<file path="src/rtl/caliptra_apb_drv_pkg.sv">
// Shared types and constants for the single-outstanding APB transaction driver.
package caliptra_apb_drv_pkg;

  localparam int unsigned CALIPTRA_APB_ADDR_WIDTH = 32;
  localparam int unsigned CALIPTRA_APB_DATA_WIDTH = 32;
  localparam int unsigned CALIPTRA_APB_USER_WIDTH = 32;

  localparam logic [31:0] APB_DRV_TIMEOUT_RDATA = 32'hDEAD_DEAD;

  typedef enum logic [1:0] {
    APB_DRV_IDLE,
    APB_DRV_SETUP,
    APB_DRV_ACCESS,
    APB_DRV_RESP
  } apb_drv_state_e;

endpackage

</file>
<file path="src/rtl/caliptra_apb_txn_driver.sv">
// APB master converting valid/ready request/response transactions into
// SETUP/ACCESS sequences, with an ACCESS-phase hang timeout.
module caliptra_apb_txn_driver
  import caliptra_apb_drv_pkg::*;
#(
  parameter int unsigned ADDR_W         = CALIPTRA_APB_ADDR_WIDTH,
  parameter int unsigned DATA_W         = CALIPTRA_APB_DATA_WIDTH,
  parameter int unsigned USER_W         = CALIPTRA_APB_USER_WIDTH,
  parameter int unsigned TIMEOUT_CYCLES = 1024
) (
  input  logic              core_clk,
  input  logic              cptra_rst_b,
  input  logic              req_valid,
  output logic              req_ready,
  input  logic              req_write,
  input  logic [ADDR_W-1:0] req_addr,
  input  logic [DATA_W-1:0] req_wdata,
  input  logic [USER_W-1:0] req_user,
  output logic              rsp_valid,
  input  logic              rsp_ready,
  output logic [DATA_W-1:0] rsp_rdata,
  output logic              rsp_slverr,
  output logic              rsp_timeout,
  output logic [ADDR_W-1:0] paddr,
  output logic              pwrite,
  output logic [DATA_W-1:0] pwdata,
  output logic [USER_W-1:0] pauser,
  output logic [2:0]        pprot,
  output logic              psel,
  output logic              penable,
  input  logic              pready,
  input  logic [DATA_W-1:0] prdata,
  input  logic              pslverr
);

  localparam logic [15:0] TIMEOUT_LAST = 16'(TIMEOUT_CYCLES - 1);

  apb_drv_state_e state_q, state_d;
  logic [15:0]    wait_cnt_q;
  logic           accept;
  logic           access_timeout;

  assign pprot  = '0;
  assign accept = req_valid && req_ready;

  always_comb begin
    state_d        = state_q;
    req_ready      = 1'b0;
    psel           = 1'b0;
    penable        = 1'b0;
    rsp_valid      = 1'b0;
    access_timeout = 1'b0;
    unique case (state_q)
      APB_DRV_IDLE: begin
        // Gated by reset so req_ready reads 0 while reset is held.
        req_ready = cptra_rst_b;
        if (req_valid && cptra_rst_b) state_d = APB_DRV_SETUP;
      end
      APB_DRV_SETUP: begin
        psel    = 1'b1;
        state_d = APB_DRV_ACCESS;
      end
      APB_DRV_ACCESS: begin
        psel    = 1'b1;
        penable = 1'b1;
        if (pready) begin
          state_d = APB_DRV_RESP;
        end else if (wait_cnt_q == TIMEOUT_LAST) begin
          access_timeout = 1'b1;
          state_d        = APB_DRV_RESP;
        end
      end
      APB_DRV_RESP: begin
        rsp_valid = 1'b1;
        req_ready = rsp_ready;
        if (rsp_ready) state_d = req_valid ? APB_DRV_SETUP : APB_DRV_IDLE;
      end
      default: state_d = APB_DRV_IDLE;
    endcase
  end

  always_ff @(posedge core_clk or negedge cptra_rst_b) begin
    if (!cptra_rst_b) begin
      state_q     <= APB_DRV_IDLE;
      wait_cnt_q  <= '0;
      paddr       <= '0;
      pwrite      <= 1'b0;
      pwdata      <= '0;
      pauser      <= '0;
      rsp_rdata   <= '0;
      rsp_slverr  <= 1'b0;
      rsp_timeout <= 1'b0;
    end else begin
      state_q <= state_d;
      if (accept) begin
        paddr      <= req_addr;
        pwrite     <= req_write;
        pwdata     <= req_wdata;
        pauser     <= req_user;
        wait_cnt_q <= '0;
      end else if (state_q == APB_DRV_ACCESS && !pready) begin
        wait_cnt_q <= wait_cnt_q + 16'd1;
      end
      if (state_q == APB_DRV_ACCESS) begin
        if (pready) begin
          rsp_rdata   <= pwrite ? '0 : prdata;
          rsp_slverr  <= pslverr;
          rsp_timeout <= 1'b0;
        end else if (access_timeout) begin
          rsp_rdata   <= pwrite ? '0 : DATA_W'(APB_DRV_TIMEOUT_RDATA);
          rsp_slverr  <= 1'b1;
          rsp_timeout <= 1'b1;
        end
      end
    end
  end

endmodule

</file>
<file path="config.mk">
export PLATFORM = sky130hd
export DESIGN_NAME = caliptra_apb_txn_driver
export DESIGN_NICKNAME = d
export VERILOG_FILES = /design/src/rtl/caliptra_apb_drv_pkg.sv /design/src/rtl/caliptra_apb_txn_driver.sv
export SDC_FILE = /design/constraint.sdc
export NUM_CORES = 1
export LEC_CHECK = 0
export CORE_MARGIN = 2
export CORE_UTILIZATION = 47
export CTS_BUF_LIST = sky130_fd_sc_hd__clkbuf_8
export DETAILED_ROUTE_END_ITERATION = 10
export GPL_ROUTABILITY_DRIVEN = 0
export GPL_TIMING_DRIVEN = 1
export MAX_ROUTING_LAYER = met4
export PLACE_DENSITY = 0.95
export SYNTH_ARGS = -nofsm -noshare
export SYNTH_HDL_FRONTEND = slang
export SYNTH_SLANG_ARGS = --single-unit
</file>
<file path="constraint.sdc">
create_clock -name core_clk -period 2.9 [get_ports core_clk]
set_input_delay 0.58 -clock core_clk [delete_from_list [all_inputs] [get_ports core_clk]]
set_output_delay 0.58 -clock core_clk [all_outputs]
set_load 0.05 [all_outputs]
</file>
# After elaboration in Yosys (flattened, before gate mapping)
# Index checks and enable logic that the tools add are counted.
dict set report word_totals {
  register_bits 149
  output_inout_bits 138
  wordCells 49
}
dict set report classes {
  eq_ne 7
  add_sub_neg 1
  mux 22
  n_reduce_logical 10
}
# operator n
set ops {}
lappend ops {{$mux W32} 4}
lappend ops {{$mux W16} 2}
lappend ops {{$add A16 B1 Y16 const B} 1}
lappend ops {{$eq A16 B10 Y1 const B} 1}
lappend ops {{$mux W1} 10}
lappend ops {{$mux W2} 4}
lappend ops {{$pmux W2 S4} 1}
lappend ops {{$eq A2 B2 Y1 const B} 2}
lappend ops {{$ne A2 B2 Y1 const B} 2}
lappend ops {{$reduce_bool A2 Y1} 2}
lappend ops {{$logic_and A1 B1 Y1} 3}
lappend ops {{$ne A3 B3 Y1 const B} 1}
lappend ops {{$reduce_and A3 Y1} 1}
lappend ops {{$eq A2 B1 Y1 const B} 1}
lappend ops {{$logic_not A2 Y1} 1}
lappend ops {{$pmux W1 S2} 1}
lappend ops {{$reduce_and A2 Y1} 1}
lappend ops {{$reduce_or A2 Y1} 1}
lappend ops {{$logic_not A1 Y1} 1}

# Longest topological paths before layout
dict set report depth {
  word_depth 6
  ltp_mapped 10
}

# Least setup slack after synthesis
# Ideal clock, no wire load.
dict set report synth_path {
  path_type {reg-to-reg}
  startpoint {reg state_q[0]}
  endpoint {reg paddr[16]}
  period_less_slack_ps 2942
  stages_incl_launch_ff 9
  n_path_buf 3
  t_arrival_ps 2817
  setup_time_ps 125
  slack_ps -42
  cell_sequence {dfrtp_1 -> inv_1 -> ha_1 -> nor2_1 -> and2_1 -> clkbuf_1 -> buf_2 -> buf_2 -> mux2_2}
}
dict set report synth_via {
  elab_chain_cells 3
  elab_cells_between_ends 4
  cone_classes {eq/ne (1); mux (1); reduce/logical (2)}
}
# element line
set synth_rtl {}
lappend synth_rtl {{start, declared} caliptra_apb_txn_driver.sv:38} ;# apb_drv_state_e state_q, state_d;
lappend synth_rtl {{start signal, assigned} caliptra_apb_txn_driver.sv:94} ;# state_q <= state_d;
lappend synth_rtl {{$eq A2 B2 Y1 or $logic_not A2 Y1 (tied branches)} caliptra_apb_txn_driver.sv:53} ;# unique case (state_q)
lappend synth_rtl {{$pmux W1 S2 *} caliptra_apb_txn_driver.sv:53}
lappend synth_rtl {{via req_ready} caliptra_apb_txn_driver.sv:14} ;# output logic req_ready,
lappend synth_rtl {{$logic_and A1 B1 Y1 *} caliptra_apb_txn_driver.sv:44} ;# assign accept = req_valid && req_ready;
lappend synth_rtl {{end signal, assigned} caliptra_apb_txn_driver.sv:96} ;# paddr <= req_addr;
lappend synth_rtl {{end, declared} caliptra_apb_txn_driver.sv:24} ;# output logic [ADDR_W-1:0] paddr,
# The timed path passes the listed nets; every way through them passes the cells marked *.
# A chain may end at the register's enable or synchronous reset.

# Final worst setup path
dict set report layout_path {
  startpoint {reg state_q[0]}
  endpoint {out psel}
}
dict set report layout_via {
  elab_chain_cells 3
  elab_cells_between_ends 4
  cone_classes {eq/ne (2); mux (1); reduce/logical (1)}
}
# element line
set layout_rtl {}
lappend layout_rtl {{$eq A2 B2 Y1 or $eq A2 B1 Y1 (tied branches)} caliptra_apb_txn_driver.sv:53}
lappend layout_rtl {{$reduce_or A2 Y1 (no line) *} --}
lappend layout_rtl {{$mux W1 *} caliptra_apb_txn_driver.sv:53}
lappend layout_rtl {{end, declared} caliptra_apb_txn_driver.sv:29} ;# output logic psel,
# Every way passes the cells marked *; elsewhere a longest branch is shown, timed or not.

==> flow_metrics.tcl <==
set metrics [dict create \
    combPwrFrac_pct 57.5 \
    core_um2 12620 \
    setup_slack_ps 108.7 \
    synth.yosys.warnings 0 \
    yosysUniqueCellTypes 37 \
    p_sw_share_pct 46.61 \
    final.period_utilization_pct 96.25 \
    dieWidth_um 117.9 \
    p_clk_share_pct 14.9 \
    port_buffers 269 \
    cts_tree "yes" \
    numClockSinks 149 \
    slew_viol_final 0 \
    firstDrtPassIters 4 \
    r2r_cells 7 \
    rr_startpoint "state_q[0]" \
    die_h_um 117.9 \
    final_cell_count_no_fill 899 \
    cp-start-kind "flip-flop" \
    fin_crit_ps 2791 \
    nNetsFinal 854 \
    grt_usage_pct 26.09 \
    ctsLongestPathBuffers 2 \
    rows 41 \
    start_util_pct 48.28 \
    crit_type "flip-flop to output port" \
    die_area_um2 13890 \
    hold-path-endpoint "paddr[13]" \
    cts_root_buf "clkbuf_8" \
    max_slew_margin_pct 40.59 \
    crit_required_ps 2320 \
    postCtsSetupBuffers 0 \
    hp-class "flip-flop to flip-flop" \
    netlist_area_um2 6093 \
    r2r-end "wait_cnt_q[12]" \
    h-tree-depth 4 \
    ff_latch_area_um2 3729 \
    tns_ps 0 \
    dp_hpwl_um 12210 \
    whs_path_depth 1 \
    cp_max_fo 4 \
    status "finished clean" \
    end_kind "output port" \
    worst_slew_pin_slew_ps 891.2 \
    rsz0062_at_grt "no" \
    avgSynthCellArea_um2 13.82 \
    avgViaCountPerCell 5.111 \
    power_switching_mw 6.069 \
    critPathArrivalTime_ps 2210 \
    setup_violations 0 \
    antenna_cells 0 \
    antenna_found_initial 0 \
    syn_inst 441 \
    ys.flop_type "dfrtp_1" \
    maxCapViolCount 0 \
    ff2ff_setup_slack_ps 680 \
    numCtsBuffers 17 \
    synthArstFlopShare_pct 100.0 \
    grt_max_degree 72 \
    final_cell_mix "clkdlybuf4s50_1 (266), dfrtp_1 (149), mux2_2 (118), inv_1 (29), a21oi_1 (26)" \
    grt_pass1_wl_um 27180 \
    yosysSeqAreaShare_pct 61.19 \
    dp.cells 866 \
    synth-seq-cells 149 \
    finClkSkew_ps 8.935 \
    initialDrtViolationCount 252 \
    pre_cts_slack_ps 396.2 \
    drive_gt1_share_pct 22.97 \
    syn2layout_area_growth_pct 55.01 \
    fmax_mhz 358.3 \
    ant_nets 0 \
    power_density_nw_per_um2 1378 \
    insertion_delay_ps 450 \
    avgRoutedWirePerCell_um 19.01 \
    hp-start "paddr[13]" \
    vias 4595 \
    clk_pin_slew_ps 80 \
    multi_input_area_um2 2115 \
    intPower_mw 6.951 \
    boundaryPins 273 \
    post-route-drc-count 0 \
    peakVddDrop_uv 1069 \
    synth_edf_count 0 \
    fillCellCount 796 \
    p_seq_share_pct 27.6 \
    grt.overflow.total 0 \
    first_global_vias 5168 \
    hold_viol 0 \
    finalWirelength_um 17090 \
    leakage_nw 4.115 \
    final_common_cell "clkdlybuf4s50_1" \
]
## registers in the layout, indices dropped and copies added, names as in the netlist
register,cells
paddr,32
pauser,32
pwdata,32
pwrite,1
rsp_rdata,32
rsp_slverr,1
rsp_timeout,1
state_q,2
wait_cnt_q,16
## per-stage QoR
stage	cell area (um^2)	total power, mW	utilization [%]	hold WS, ps
floorplan	6103	8.436	-	284.4
global placement	8944	10.86	70.87	420.0
detailed placement	8944	11.09	70.87	425.1
CTS	9443	13.11	74.83	504.6
global route	9445	13.51	74.85	520.0
finish	9445	13.02	74.85	507.3
## worst max path at each step
stage,from,endpoint,slack (ps),cells past startpoint
2_1_floorplan,state_q[0],paddr[16],190,8
3_3_place_gp,pready,wait_cnt_q[14],480,6
3_5_place_dp,pready,wait_cnt_q[12],400,6
4_1_cts,state_q[0],penable,50,3
5_1_grt,state_q[0],psel,40,3
6_report,state_q[0],psel,110,3
## worst max-delay path, stage by stage, from the launching register on
cell,delay (ps)
dfrtp_1,400
inv_1,110
ha_1,370
clkdlybuf4s50_1,870
## power by group through the flow
stage | Combinational, mW | Clock (mW) | Sequential [mW]
finish | 7.48 | 1.95 | 3.59
global route | 7.74 | 2.06 | 3.71
CTS | 7.54 | 1.98 | 3.60
detailed placement | 7.48 | 0 | 3.61
global placement | 7.34 | 0 | 3.52
floorplan | 1.70 | 0 | 6.74
## final cells by class
| type | count | share of cell area, % |
|---|---|---|
| clock buffer | 19 | 2.769 |
| timing repair buffer | 278 | 29.53 |
| inverter | 29 | 1.152 |
| clock inverter | 13 | 2.411 |
| sequential | 149 | 39.48 |
| multi-input combinational | 239 | 22.39 |
| tap | 172 | 2.278 |
## what timing repair did
| action | in CTS | in global routing |
|---|---|---|
| endpoints found under the setup margin | 0 | 1 |
| resized for setup | 0 | 1 |
| endpoints found under the hold margin | 15 | 0 |
| hold buffers | 1 | 0 |
## cell usage after synthesis, types with 2 or more instances
| master | count | share of area [%] |
|---|---|---|
| a22o_1 | 10 | 1.4 |
| dfrtp_1 | 149 | 61 |
| inv_1 | 29 | 1.8 |
| xor2_1 | 12 | 1.7 |
| clkbuf_1 | 7 | 0.43 |
| ha_1 | 5 | 1.0 |
| a21oi_1 | 26 | 2.1 |
| xnor2_1 | 3 | 0.43 |
| nor2_1 | 21 | 1.3 |
| nor4_1 | 2 | 0.21 |
| nand3_1 | 4 | 0.33 |
| nand2_1 | 12 | 0.74 |
| nand4_1 | 4 | 0.41 |
| buf_4 | 8 | 0.99 |
| buf_2 | 9 | 0.74 |
| buf_6 | 2 | 0.37 |
| mux2_2 | 118 | 22 |
## routing by layer
layer | share of wire, % | GRT usage, % | vias up
met2 | 55 | 46.29 | 200
met1 | 36 | 26.92 | 2300
met4 | 3.0 | 11.67 | 0
met5 | 0 | - | -
li1 | - | - | 2054
met3 | 6.0 | 7.171 | 41
## cells by family (layout without fill, tap and decap cells)
logic type | after synthesis | count (layout) | share of synthesized area [%]
xor+xnor | 15 | 15 | 2.156
mux | 120 | 120 | 22.24
buf+inv | 55 | 339 | 4.312
fa+ha+maj | 5 | 5 | 1.027
simple gates | 53 | 53 | 4.353
other cells | 1 | 3 | 0.06154
flops | 149 | 149 | 61.19
compound gates | 43 | 43 | 4.661
Power figures use the tool's default switching activity.
